--- config.mk ---
export PLATFORM = sky130hd
export DESIGN_NAME = store_write_buffer
export DESIGN_NICKNAME = d
export VERILOG_FILES = /design/src/rtl/store_write_buffer.sv
export SDC_FILE = /design/constraint.sdc
export NUM_CORES = 1
export LEC_CHECK = 0
export CORE_MARGIN = 8
export CORE_UTILIZATION = 25
export DETAILED_ROUTE_END_ITERATION = 12
export HOLD_SLACK_MARGIN = 0.1
export PLACE_DENSITY = 0.41
export SETUP_SLACK_MARGIN = 0.4
export SYNTH_ARGS = -nofsm -noshare
export SYNTH_HDL_FRONTEND = slang
export SYNTH_SLANG_ARGS = --single-unit
--- constraint.sdc ---
create_clock -name clk -period 5 [get_ports clk]
set_clock_uncertainty 0.2 [all_clocks]
set_input_delay 0.75 -clock clk [delete_from_list [all_inputs] [get_ports clk]]
set_output_delay 0.75 -clock clk [all_outputs]
set_load 0.02 [all_outputs]
--- src/rtl/store_write_buffer.sv ---
// Posted-store FIFO draining one entry at a time as single-beat AXI writes.
// Includes an address probe so loads can stall on read-after-write hazards.
module store_write_buffer #(
    parameter int          DEPTH  = 4,
    parameter logic [3:0]  AXI_ID = 4'd1
) (
    input  logic        clk,
    input  logic        rst,
    input  logic        st_valid,
    input  logic [31:0] st_addr,
    input  logic [31:0] st_wdata,
    input  logic [3:0]  st_strb,
    output logic        st_ready,
    input  logic [31:0] probe_addr,
    output logic        probe_hit,
    output logic        empty,
    output logic        err,
    output logic [3:0]  awid,
    output logic [31:0] awaddr,
    output logic [7:0]  awlen,
    output logic [2:0]  awsize,
    output logic [1:0]  awburst,
    output logic [1:0]  awlock,
    output logic [3:0]  awcache,
    output logic [2:0]  awprot,
    output logic        awvalid,
    input  logic        awready,
    output logic [3:0]  wid,
    output logic [31:0] wdata,
    output logic [3:0]  wstrb,
    output logic        wlast,
    output logic        wvalid,
    input  logic        wready,
    input  logic [3:0]  bid,
    input  logic [1:0]  bresp,
    input  logic        bvalid,
    output logic        bready
);

    localparam int PTR_W = $clog2(DEPTH);
    localparam logic [PTR_W:0] FULL = (PTR_W + 1)'(DEPTH);

    typedef enum logic [1:0] {IDLE, SEND, WAIT_B} state_t;

    logic [29:0]      addr_mem [DEPTH];
    logic [31:0]      data_mem [DEPTH];
    logic [3:0]       strb_mem [DEPTH];
    logic [PTR_W-1:0] rd_ptr, wr_ptr;
    logic [PTR_W:0]   count;
    state_t           state, state_n;

    logic        push, pop;
    logic        awvalid_n, wvalid_n, bready_n, err_n;
    logic [31:0] awaddr_n, wdata_n;
    logic [3:0]  wstrb_n;
    logic        unused_bits;

    assign unused_bits = ^{bid, st_addr[1:0], probe_addr[1:0]};

    assign awid    = AXI_ID;
    assign wid     = AXI_ID;
    assign awlen   = 8'd0;
    assign awsize  = 3'b010;
    assign awburst = 2'b01;
    assign awlock  = 2'b00;
    assign awcache = 4'b0000;
    assign awprot  = 3'b000;
    assign wlast   = 1'b1;

    assign st_ready = (count != FULL);
    assign push     = st_valid && st_ready;
    assign empty    = (count == '0) && (state == IDLE);

    always_ff @(posedge clk) begin
        if (push) begin
            addr_mem[wr_ptr] <= st_addr[31:2];
            data_mem[wr_ptr] <= st_wdata;
            strb_mem[wr_ptr] <= st_strb;
        end
    end

    always_ff @(posedge clk or posedge rst) begin
        if (rst) begin
            rd_ptr  <= '0;
            wr_ptr  <= '0;
            count   <= '0;
            state   <= IDLE;
            awvalid <= 1'b0;
            wvalid  <= 1'b0;
            bready  <= 1'b0;
            err     <= 1'b0;
            awaddr  <= '0;
            wdata   <= '0;
            wstrb   <= '0;
        end else begin
            if (push) wr_ptr <= wr_ptr + 1'b1;
            if (pop)  rd_ptr <= rd_ptr + 1'b1;
            case ({push, pop})
                2'b10:   count <= count + 1'b1;
                2'b01:   count <= count - 1'b1;
                default: count <= count;
            endcase
            state   <= state_n;
            awvalid <= awvalid_n;
            wvalid  <= wvalid_n;
            bready  <= bready_n;
            err     <= err_n;
            awaddr  <= awaddr_n;
            wdata   <= wdata_n;
            wstrb   <= wstrb_n;
        end
    end

    always_comb begin
        state_n   = state;
        awvalid_n = awvalid;
        wvalid_n  = wvalid;
        bready_n  = bready;
        err_n     = err;
        awaddr_n  = awaddr;
        wdata_n   = wdata;
        wstrb_n   = wstrb;
        pop       = 1'b0;
        case (state)
            IDLE: begin
                if (count != '0) begin
                    awaddr_n  = {addr_mem[rd_ptr], 2'b00};
                    wdata_n   = data_mem[rd_ptr];
                    wstrb_n   = strb_mem[rd_ptr];
                    awvalid_n = 1'b1;
                    wvalid_n  = 1'b1;
                    state_n   = SEND;
                end
            end
            SEND: begin
                // Each valid clears on its own handshake; the pair done means both low.
                awvalid_n = awvalid && !awready;
                wvalid_n  = wvalid && !wready;
                if (!awvalid_n && !wvalid_n) begin
                    bready_n = 1'b1;
                    state_n  = WAIT_B;
                end
            end
            WAIT_B: begin
                if (bvalid) begin
                    bready_n = 1'b0;
                    pop      = 1'b1;
                    if (bresp != 2'b00) err_n = 1'b1;
                    state_n  = IDLE;
                end
            end
            default: state_n = IDLE;
        endcase
    end

    // The draining entry stays counted until its pop, so it is still probed.
    always_comb begin
        logic [PTR_W-1:0] offset;
        offset    = '0;
        probe_hit = 1'b0;
        for (int unsigned i = 0; i < DEPTH; i++) begin
            offset = PTR_W'(i) - rd_ptr;
            if (({1'b0, offset} < count) && (addr_mem[i] == probe_addr[31:2]))
                probe_hit = 1'b1;
        end
    end

endmodule
==> impl_metrics.csv, run 1 <==
group,metric,value,unit
min_path,hold_start,"err",
worst_setup_path,critical_path_class,"primary input to output pin",
pwr,total_switching_power,3.55,mW
cts,cts_buffer_depth,3,
pwr,p_seq_frac,0.384,
min_path,worstHoldEndpoint,"err",
die,die-height,256,um
die,total_die_area,0.0655,mm^2
synthesis,synth-seq-cells,343,
die,count_of_pins_on_the_block_boundary,218,
timing,layout_worst_path_cycle_share,0.875,
worst_setup_path,setup.worst_path.start,"probe_addr[17]",
pwr,leakagePower,6.31,nW
finish,final-instance-count-excl-fill,1783,
synthesis,yosysWarningCount,0,
timing,report.final.hold_viol_count,0,
synthesis,yosys.area_share.adder,0.00921,
timing,timing.final.max_slew_violations,0,
cts,cts_made_buffers,43,
synthesis,synth_top_area_frac,0.551,
pwr,clkPwrFrac,0.277,
pwr,totalPowerFinal,11.1,mW
drt,drtIter0Drc,325,
global_route,grt_antenna_before_repair,9,
global_route,first_pass_grt_wire_length,59000,um
finish,syn_to_final_growth,27.7,%
cts,ctsRootBufferMaster,"clkbuf_16",
drt,remaining_antenna_violation_count_after_routing,0,
worst_setup_path,worst_path_largest_cell_delay,0.64,ns
placement,io_buffer_count,176,
pwr,power.share.combinational,0.339,
synthesis,yosys.area.top_type,"edfxtp_1",
pwr,switching_share,0.319,
synthesis,synth_mux_area_frac,0.156,
synthesis,synth_top_family_by_area,"multiplexers",
synthesis,synth_area_per_cell,18.6,um^2
cts,numClockSinks,343,
cts,clkLatencyLatePin,0.55,ns
min_path,min-delay-path-class,"flop to flop",
timing,finalSetupViolCount,0,
drt,wirelength,40400,um
drt,remaining_drc_errors,0,
worst_setup_path,cp.arrival,3.42,ns
cts,clock_tree.htree_level_count,2,
worst_setup_path,critPathCaptureType,"output pin",
min_path,worstHoldPathCells,1,
die,die_x_extent,256,um
global_route,pin_count_of_the_biggest_net_entering_global_routing,63,
drt,detail_route.vias_per_cell,4.22,
synthesis,synthXorXnorAreaFrac,0.0773,
placement,place.gp.congestion,0.730,
pwr,power_density,606,mW/mm^2
cts,tritoncts,"built",
synthesis,syn-cell-area,0.0144,mm^2
finish,layout_common_cells,"edfxtp_1, clkdlybuf4s50_1, xor2_1, dfrtp_1",
synthesis,synth-compound-area-share,0.0100,
global_route,grt_usage,0.122,
synthesis,synth_simple_gate_area_frac,0.0260,
finish,mostFrequentLayoutCell,"edfxtp_1",
worst_setup_path,reg2reg_from,"rd_ptr[1]",
drt,detail_route.wl_per_cell,22.6,um
timing,shortest_period_the_worst_path_allows,4.37,ns
drt,drt_pass1_iterations,4,
cts,clk_pin_slew,0.05,ns
finish,num-fill-cells,5617,
synthesis,postSynthCellCount,772,
placement,place.detailed.hpwl,26800,um
job,maxCapViolations,0,
timing,hold_ws,0.271,ns
finish,layout-drive-gt1-share,0.226,
worst_setup_path,timing.rr.end,"awaddr[2]",
global_route,vias_in_the_first_global_route,8511,
die,placement_rows,88,
timing,rsz_0062_raised_after_global_routing,"no",
pwr,vdd.ir_drop.worst,323,uV
synthesis,post_synth_cell_types,34,
worst_setup_path,crit_family,"buffers and inverters",
die,initial_utilization,0.251,
drt,route.vias.total,7524,
timing,measured_slew_at_the_worst_slew_check_pin,0.996,ns
worst_setup_path,path_cells,"clkdlybuf4s50_1 > xor2_1 > nor4_1 > nand4_1 > nor4_1 > or4_1 > clkdlybuf4s50_1",
die,floorplan.core_area,0.0574,mm^2
cts,post-cts-setup-buffers,0,
synthesis,yosysSeqAreaShare,0.688,
worst_setup_path,path_max_fanout,4,
worst_setup_path,reg2regPathDepth,4,
worst_setup_path,critPathBufInv,2,
timing,setup-tns-final,0,ns
pwr,power.internal,7.59,mW
finish,finalNetCount,1101,
timing,max_clock_freq,229,MHz
worst_setup_path,slowest_cell_on_crit_path,"clkdlybuf4s50_1",
placement,place_inst,1699,
timing,relSlewSlack,0.336,
synthesis,largest_cells_by_area_after_synthesis,"edfxtp_1, dfrtp_1, mux4_2",
worst_setup_path,worstPathRequired,4.05,ns
worst_setup_path,type_of_element_launching_the_critical_path,"primary input",
outcome,outcome,"finished, final reports clean",
global_route,total_global_routing_overflow,0,
worst_setup_path,setup.reg_to_reg.worst_slack,2.28,ns
through the flow:
stage | util | area (um^2) | setup WS, ns
finish | 0.320 | 18400 | 0.626
global route | 0.320 | 18400 | 0.440
CTS | 0.320 | 18400 | 0.606
detailed placement | 0.295 | 17000 | 0.607
global placement | 0.295 | 17000 | 0.570
floorplan | - | 14500 | 2.03
power groups by stage:
stage               logic, mW  clock network [mW]  registers (mW)
floorplan                2.10                   0            4.60
global placement         3.92                   0            4.33
detailed placement       3.92                   0            4.34
CTS                      3.94                3.20            4.29
global route             4.10                3.30            4.36
finish                   3.78                3.09            4.27
cell families (layout without fill, tap and decap cells):
| family | Yosys count | after routing |
|---|---|---|
| mux | 133 | 133 |
| fa+ha+maj | 10 | 10 |
| xor+xnor | 127 | 127 |
| other cells | 2 | 38 |
| flops | 343 | 343 |
| buf+inv | 72 | 282 |
| compound gates | 21 | 21 |
| simple gates | 64 | 64 |
registers in the layout, indices dropped and copies added, names as in the netlist, 3 cells and up:
register,cells
addr_mem,120
awaddr,30
strb_mem,16
count,3
data_mem,128
wstrb,4
wdata,32
what timing repair did:
action | in CTS | in global routing
hold endpoints to repair | 0 | 0
setup endpoints to repair | 0 | 1
gates resized for setup | 0 | 1
hold buffers | 0 | 0
synth_stat cells:
cell,n
a2111oi_0,3
a2111oi_2,1
a21oi_1,8
a221oi_1,2
and2_1,1
and3_1,4
buf_1,1
buf_2,5
buf_4,38
buf_6,8
clkbuf_1,6
conb_1,2
dfrtp_1,79
edfxtp_1,264
fa_1,1
ha_1,9
inv_1,13
inv_2,1
mux2_2,66
mux2i_1,1
mux4_2,66
nand2_1,10
nand2b_1,1
nand3_1,4
nand4_1,10
nor2_1,7
nor3_1,4
nor4_1,18
nor4_2,4
o21a_4,1
o21ai_0,6
or4_1,1
xnor2_1,28
xor2_1,99
layer usage:
metal  vias up  share of wire  wire (um)  GRT usage
li1       3350              -          -          -
met1      3907           0.43      17200      0.151
met2       197           0.48      19300      0.200
met3        64          0.070       2840     0.0444
met4         6          0.023        922     0.0322
met5         -         0.0011         43          0
layout make-up:
type / count / area [um^2] / area share
clock inverter: 22 / 195 / 0.0106
antenna: 5 / 12.5 / 0.000681
clock buffer: 57 / 1220 / 0.0664
multi-input combinational: 388 / 4160 / 0.226
tap: 765 / 957 / 0.0521
timing repair buffer: 189 / 1870 / 0.102
inverter: 14 / 55.1 / 0.00299
sequential: 343 / 9910 / 0.539
worst max-delay path by stage:
| stage | endpoint | cells after the start |
|---|---|---|
| floorplan | awaddr[10] | 1 |
| global placement | probe_hit | 7 |
| detailed placement | probe_hit | 7 |
| CTS | probe_hit | 7 |
| global route | probe_hit | 7 |
| finish | probe_hit | 7 |
Power figures use the tool's default switching activity.
==> run 2, diff against run 1 <==
==> constraint.sdc (replaced) <==
create_clock -name clk -period 5 [get_ports clk]
set_clock_uncertainty 0.2 [all_clocks]
set_input_delay 1.25 -clock clk [delete_from_list [all_inputs] [get_ports clk]]
set_output_delay 1.25 -clock clk [all_outputs]
set_load 0.02 [all_outputs]
==> run 2 against run 1 <==
- fmax is 4.1% lower
- hold slack worse by 0.0056 ns
- worst setup slack worse by 0.19 ns
- via count is 1.6% higher
- combinational power is 3% higher
- power is 0.54% lower
- sequential share of layout area is 1.6 points lower
- die area stayed put
- flip-flop and latch count stayed put
- critical path type unchanged
- critical endpoint unchanged
- largest power group unchanged
==> impl_metrics.csv, run 2 (synthesis gave the netlist of run 1 again) <==
group,metric,value,unit
timing,max_clock_freq,219,MHz
pwr,leakagePower,6.63,nW
drt,drt_pass1_iterations,4,
timing,shortest_period_the_worst_path_allows,4.56,ns
job,maxCapViolations,0,
min_path,min-delay-path-class,"flop to flop",
cts,clock_tree.htree_level_count,2,
die,die-height,256,um
cts,cts_made_buffers,41,
timing,rsz_0062_raised_after_global_routing,"no",
global_route,first_pass_grt_wire_length,59900,um
global_route,grt_antenna_before_repair,9,
drt,remaining_antenna_violation_count_after_routing,0,
global_route,grt_usage,0.123,
worst_setup_path,worstPathRequired,3.55,ns
cts,cts_buffer_depth,3,
placement,io_buffer_count,176,
die,floorplan.core_area,0.0574,mm^2
timing,timing.final.max_slew_violations,0,
finish,finalNetCount,1152,
worst_setup_path,type_of_element_launching_the_critical_path,"primary input",
global_route,pin_count_of_the_biggest_net_entering_global_routing,55,
cts,ctsRootBufferMaster,"clkbuf_16",
timing,report.final.hold_viol_count,0,
finish,mostFrequentLayoutCell,"edfxtp_1",
drt,remaining_drc_errors,0,
worst_setup_path,path_max_fanout,3,
finish,layout_common_cells,"edfxtp_1, clkdlybuf4s50_1, xor2_1, dfrtp_1",
die,initial_utilization,0.251,
worst_setup_path,path_cells,"clkdlybuf4s50_1 > buf_6 > xor2_4 > nor4_2 > nand4_1 > nor4_2 > or4_4 > buf_6",
placement,place.detailed.hpwl,27400,um
cts,post-cts-setup-buffers,0,
global_route,total_global_routing_overflow,0,
finish,layout-drive-gt1-share,0.289,
worst_setup_path,critical_path_class,"primary input to output pin",
worst_setup_path,reg2regPathDepth,4,
drt,drtIter0Drc,340,
drt,wirelength,40800,um
die,die_x_extent,256,um
timing,layout_worst_path_cycle_share,0.913,
cts,clkLatencyLatePin,0.54,ns
cts,tritoncts,"built",
worst_setup_path,slowest_cell_on_crit_path,"or4_4",
worst_setup_path,cp.arrival,3.11,ns
timing,hold_ws,0.266,ns
cts,numClockSinks,343,
drt,route.vias.total,7648,
outcome,outcome,"finished, final reports clean",
cts,post_cts_hold_buffer_count,0,
finish,layout_top_registers,"data_mem (128), addr_mem (120), wdata (32)",
drt,detail_route.wl_per_cell,22.3,um
die,placement_rows,88,
die,count_of_pins_on_the_block_boundary,218,
finish,regMostFlops,"data_mem",
worst_setup_path,critPathCaptureType,"output pin",
timing,measured_slew_at_the_worst_slew_check_pin,1.01,ns
timing,finalSetupViolCount,0,
cts,clk_pin_slew,0.05,ns
placement,place.gp.congestion,0.746,
finish,syn_to_final_growth,31.6,%
worst_setup_path,worst_path_largest_cell_delay,0.59,ns
timing,setup-tns-final,0,ns
timing,relSlewSlack,0.325,
drt,detail_route.vias_per_cell,4.18,
pwr,power_density,585,mW/mm^2
die,total_die_area,0.0655,mm^2
min_path,worstHoldPathCells,1,
finish,num-fill-cells,5648,
finish,largest_register_ff_count,128,
global_route,vias_in_the_first_global_route,8575,
pwr,vdd.ir_drop.worst,247,uV
run 2: final cells by class:
class,instances,area (um^2),share of cell area
Sequential cell,343,9910,0.523
Multi-Input combinational cell,388,4450,0.235
Timing Repair Buffer,242,2290,0.121
Clock buffer,58,1120,0.0591
Tap cell,765,957,0.0505
Clock inverter,15,150,0.00793
Inverter,14,55.1,0.00291
Antenna cell,4,10.0,0.000528
run 2: path summary, 6_finish.rpt:
path	startpoint	end	slack, ns
setup / recovery	probe_addr[29]	probe_hit	0.44
setup reg to reg	rd_ptr[1]	awaddr[17]	2.25
max in group asynchronous	rst	wdata[19]	3.03
min in group asynchronous	rst	wdata[8]	0.86
hold reg to reg	err	err	0.27
hold / removal	err	err	0.27
run 2: through the flow:
step	power [mW]	area [um^2]	worst slack (ns)	utilization	instances
after floorplan	6.69	14500	1.23	-	803
after global placement	8.33	17400	-0.394	0.303	1752
after detailed placement	8.33	17400	-0.471	0.303	1752
after CTS	11.3	18800	0.408	0.327	1825
after global routing	11.7	18900	0.405	0.330	1826
final	11.1	18900	0.437	0.330	1829
run 2: critical path: cells and delay by family:
kind | cells | cell delay, ns
xor+xnor | 1 | 0.17
buf+inv | 3 | 0.84
simple gates | 4 | 0.85
run 2: where the power goes:
| group | internal, mW | switching [mW] |
|---|---|---|
| clock | 1.71 | 1.17 |
| combinational | 1.88 | 2.03 |
| sequential | 3.91 | 0.376 |
run 2: timing repair:
item                                    in CTS  in global routing
pin swaps                                    9                 14
resized for setup                           55                 26
endpoints found under the setup margin       1                  1
cloned                                       0                  0
run 2: routing by layer:
layer	up-vias	share of wire	GRT usage
met5	-	0.00066	0
met4	4	0.020	0.0302
met3	54	0.053	0.0364
met2	169	0.48	0.204
met1	3991	0.44	0.157
li1	3430	-	-
==> run 3, diff against run 2 <==
--- a/config.mk
+++ b/config.mk
@@ -5,7 +5,6 @@
 export SDC_FILE = /design/constraint.sdc
 export NUM_CORES = 1
 export LEC_CHECK = 0
-export CORE_MARGIN = 8
 export CORE_UTILIZATION = 25
 export DETAILED_ROUTE_END_ITERATION = 12
 export HOLD_SLACK_MARGIN = 0.1
==> run 3 against run 2 <==
- register-to-register slack worse by 0.17 ns
- non-clock buffer count is 4 lower
- combinational power down 1%
- sequential power about the same
- clock-buffer cell count rose by 4
- first-iteration DRC count is 26% lower
- global-route usage grew 1.4 points
- die area decreased by 11%
- critical endpoint unchanged
==> impl_metrics.csv, run 3 (synthesis gave the netlist of run 1 again) <==
group,metric,value,unit
die,total_die_area,0.0585,mm^2
timing,rsz_0062_raised_after_global_routing,"no",
drt,route.vias.total,7630,
placement,place.gp.congestion,0.764,
finish,num-fill-cells,5549,
timing,hold_ws,0.274,ns
cts,cts_buffer_depth,3,
global_route,grt_antenna_before_repair,5,
timing,finalSetupViolCount,0,
finish,layout_common_cells,"edfxtp_1, clkdlybuf4s50_1, xor2_1, dfrtp_1",
drt,wirelength,39300,um
drt,remaining_drc_errors,0,
pwr,vdd.ir_drop.worst,253,uV
timing,relSlewSlack,0.472,
die,initial_utilization,0.254,
cts,cts_made_buffers,43,
pwr,leakagePower,6.64,nW
worst_setup_path,reg2reg_from,"rd_ptr[0]",
die,floorplan.core_area,0.0566,mm^2
global_route,first_pass_grt_wire_length,58100,um
worst_setup_path,timing.rr.end,"awaddr[16]",
cts,clock_tree.htree_level_count,2,
timing,timing.final.max_slew_violations,0,
cts,post_cts_hold_buffer_count,0,
worst_setup_path,path_max_fanout,3,
die,placement_rows,87,
pwr,totalPowerFinal,11.1,mW
drt,detail_route.vias_per_cell,4.20,
die,die_x_extent,242,um
global_route,pin_count_of_the_biggest_net_entering_global_routing,78,
min_path,worstHoldPathCells,1,
finish,largest_register_ff_count,128,
worst_setup_path,critPathCaptureType,"output pin",
cts,ctsRootBufferMaster,"clkbuf_16",
worst_setup_path,critical_path_class,"primary input to output pin",
cts,clkLatencyLatePin,0.56,ns
cts,tritoncts,"built",
placement,io_buffer_count,176,
worst_setup_path,type_of_element_launching_the_critical_path,"primary input",
die,die-height,242,um
finish,syn_to_final_growth,31.7,%
cts,clk_pin_slew,0.05,ns
timing,layout_worst_path_cycle_share,0.907,
finish,layout-drive-gt1-share,0.284,
cts,numClockSinks,343,
worst_setup_path,worstPathRequired,3.55,ns
min_path,hold_start,"err",
job,maxCapViolations,0,
timing,shortest_period_the_worst_path_allows,4.53,ns
worst_setup_path,setup.reg_to_reg.worst_slack,2.08,ns
global_route,grt_usage,0.137,
outcome,outcome,"finished, final reports clean",
cts,post-cts-setup-buffers,0,
worst_setup_path,cp.arrival,3.08,ns
finish,regMostFlops,"data_mem",
global_route,vias_in_the_first_global_route,8571,
global_route,total_global_routing_overflow,0,
timing,measured_slew_at_the_worst_slew_check_pin,0.792,ns
min_path,min-delay-path-class,"flop to flop",
drt,detail_route.wl_per_cell,21.6,um
finish,finalNetCount,1150,
placement,place.detailed.hpwl,25800,um
drt,drtIter0Drc,252,
timing,max_clock_freq,221,MHz
worst_setup_path,setup.worst_path.start,"probe_addr[20]",
finish,layout_top_registers,"data_mem (128), addr_mem (120), wdata (32)",
pwr,power_density,584,mW/mm^2
finish,mostFrequentLayoutCell,"edfxtp_1",
drt,remaining_antenna_violation_count_after_routing,0,
worst_setup_path,reg2regPathDepth,4,
timing,report.final.hold_viol_count,0,
worst_setup_path,worstSetupEndpoint,"probe_hit",
drt,drt_pass1_iterations,4,
die,count_of_pins_on_the_block_boundary,218,
==> run 3: routing by layer <==
metal,part of all wire,GRT usage
met1,0.42,0.170
met2,0.49,0.232
met3,0.059,0.0333
met4,0.024,0.0462
met5,0.00086,0
==> run 3: critical path, cell delays in order <==
cell	delay, ns
clkdlybuf4s50_1	0.51
buf_4	0.17
xor2_4	0.20
nor4_2	0.07
nand4_1	0.12
a2111oi_2	0.05
or4_4	0.56
buf_6	0.15
==> run 3: timing repair <==
| action | in CTS | in global routing |
|---|---|---|
| endpoints found under the setup margin | 1 | 1 |
| gates cloned | 0 | 0 |
| pin swaps | 7 | 7 |
| resized for setup | 58 | 13 |
==> run 3: metrics by stage <==
step	setup WS, ns	std cells	util	setup TNS, ns	cell area [um^2]
final	0.466	1818	0.335	0	19000
after global routing	0.403	1815	0.335	0	18900
after CTS	0.403	1815	0.333	0	18900
after detailed placement	-0.344	1739	0.307	-0.344	17400
after global placement	-0.393	1739	0.307	-0.393	17400
after floorplan	1.23	803	-	0	14500
==> run 3: layout make-up <==
type,instances,area (um^2),area share
sequential,343,9910,0.523
multi-input combinational,388,4410,0.233
timing repair buffer,238,2300,0.121
clock buffer,62,1230,0.0649
tap,756,946,0.0499
clock inverter,14,98.8,0.00521
inverter,14,55.1,0.00290
antenna,3,7.51,0.000396
==> run 3: worst min path at each step <==
stage | end | slack, ns
CTS | err | 0.28
detailed placement | err | 0.26
global placement | err | 0.25
floorplan | count[0] | 0.29
global route | err | 0.31
finish | err | 0.27
==> run 3: power by group <==
| part | total [mW] | switching [mW] | internal [mW] |
|---|---|---|---|
| combinational | 3.87 | 1.99 | 1.87 |
| sequential | 4.27 | 0.358 | 3.91 |
| clock | 2.93 | 1.18 | 1.75 |
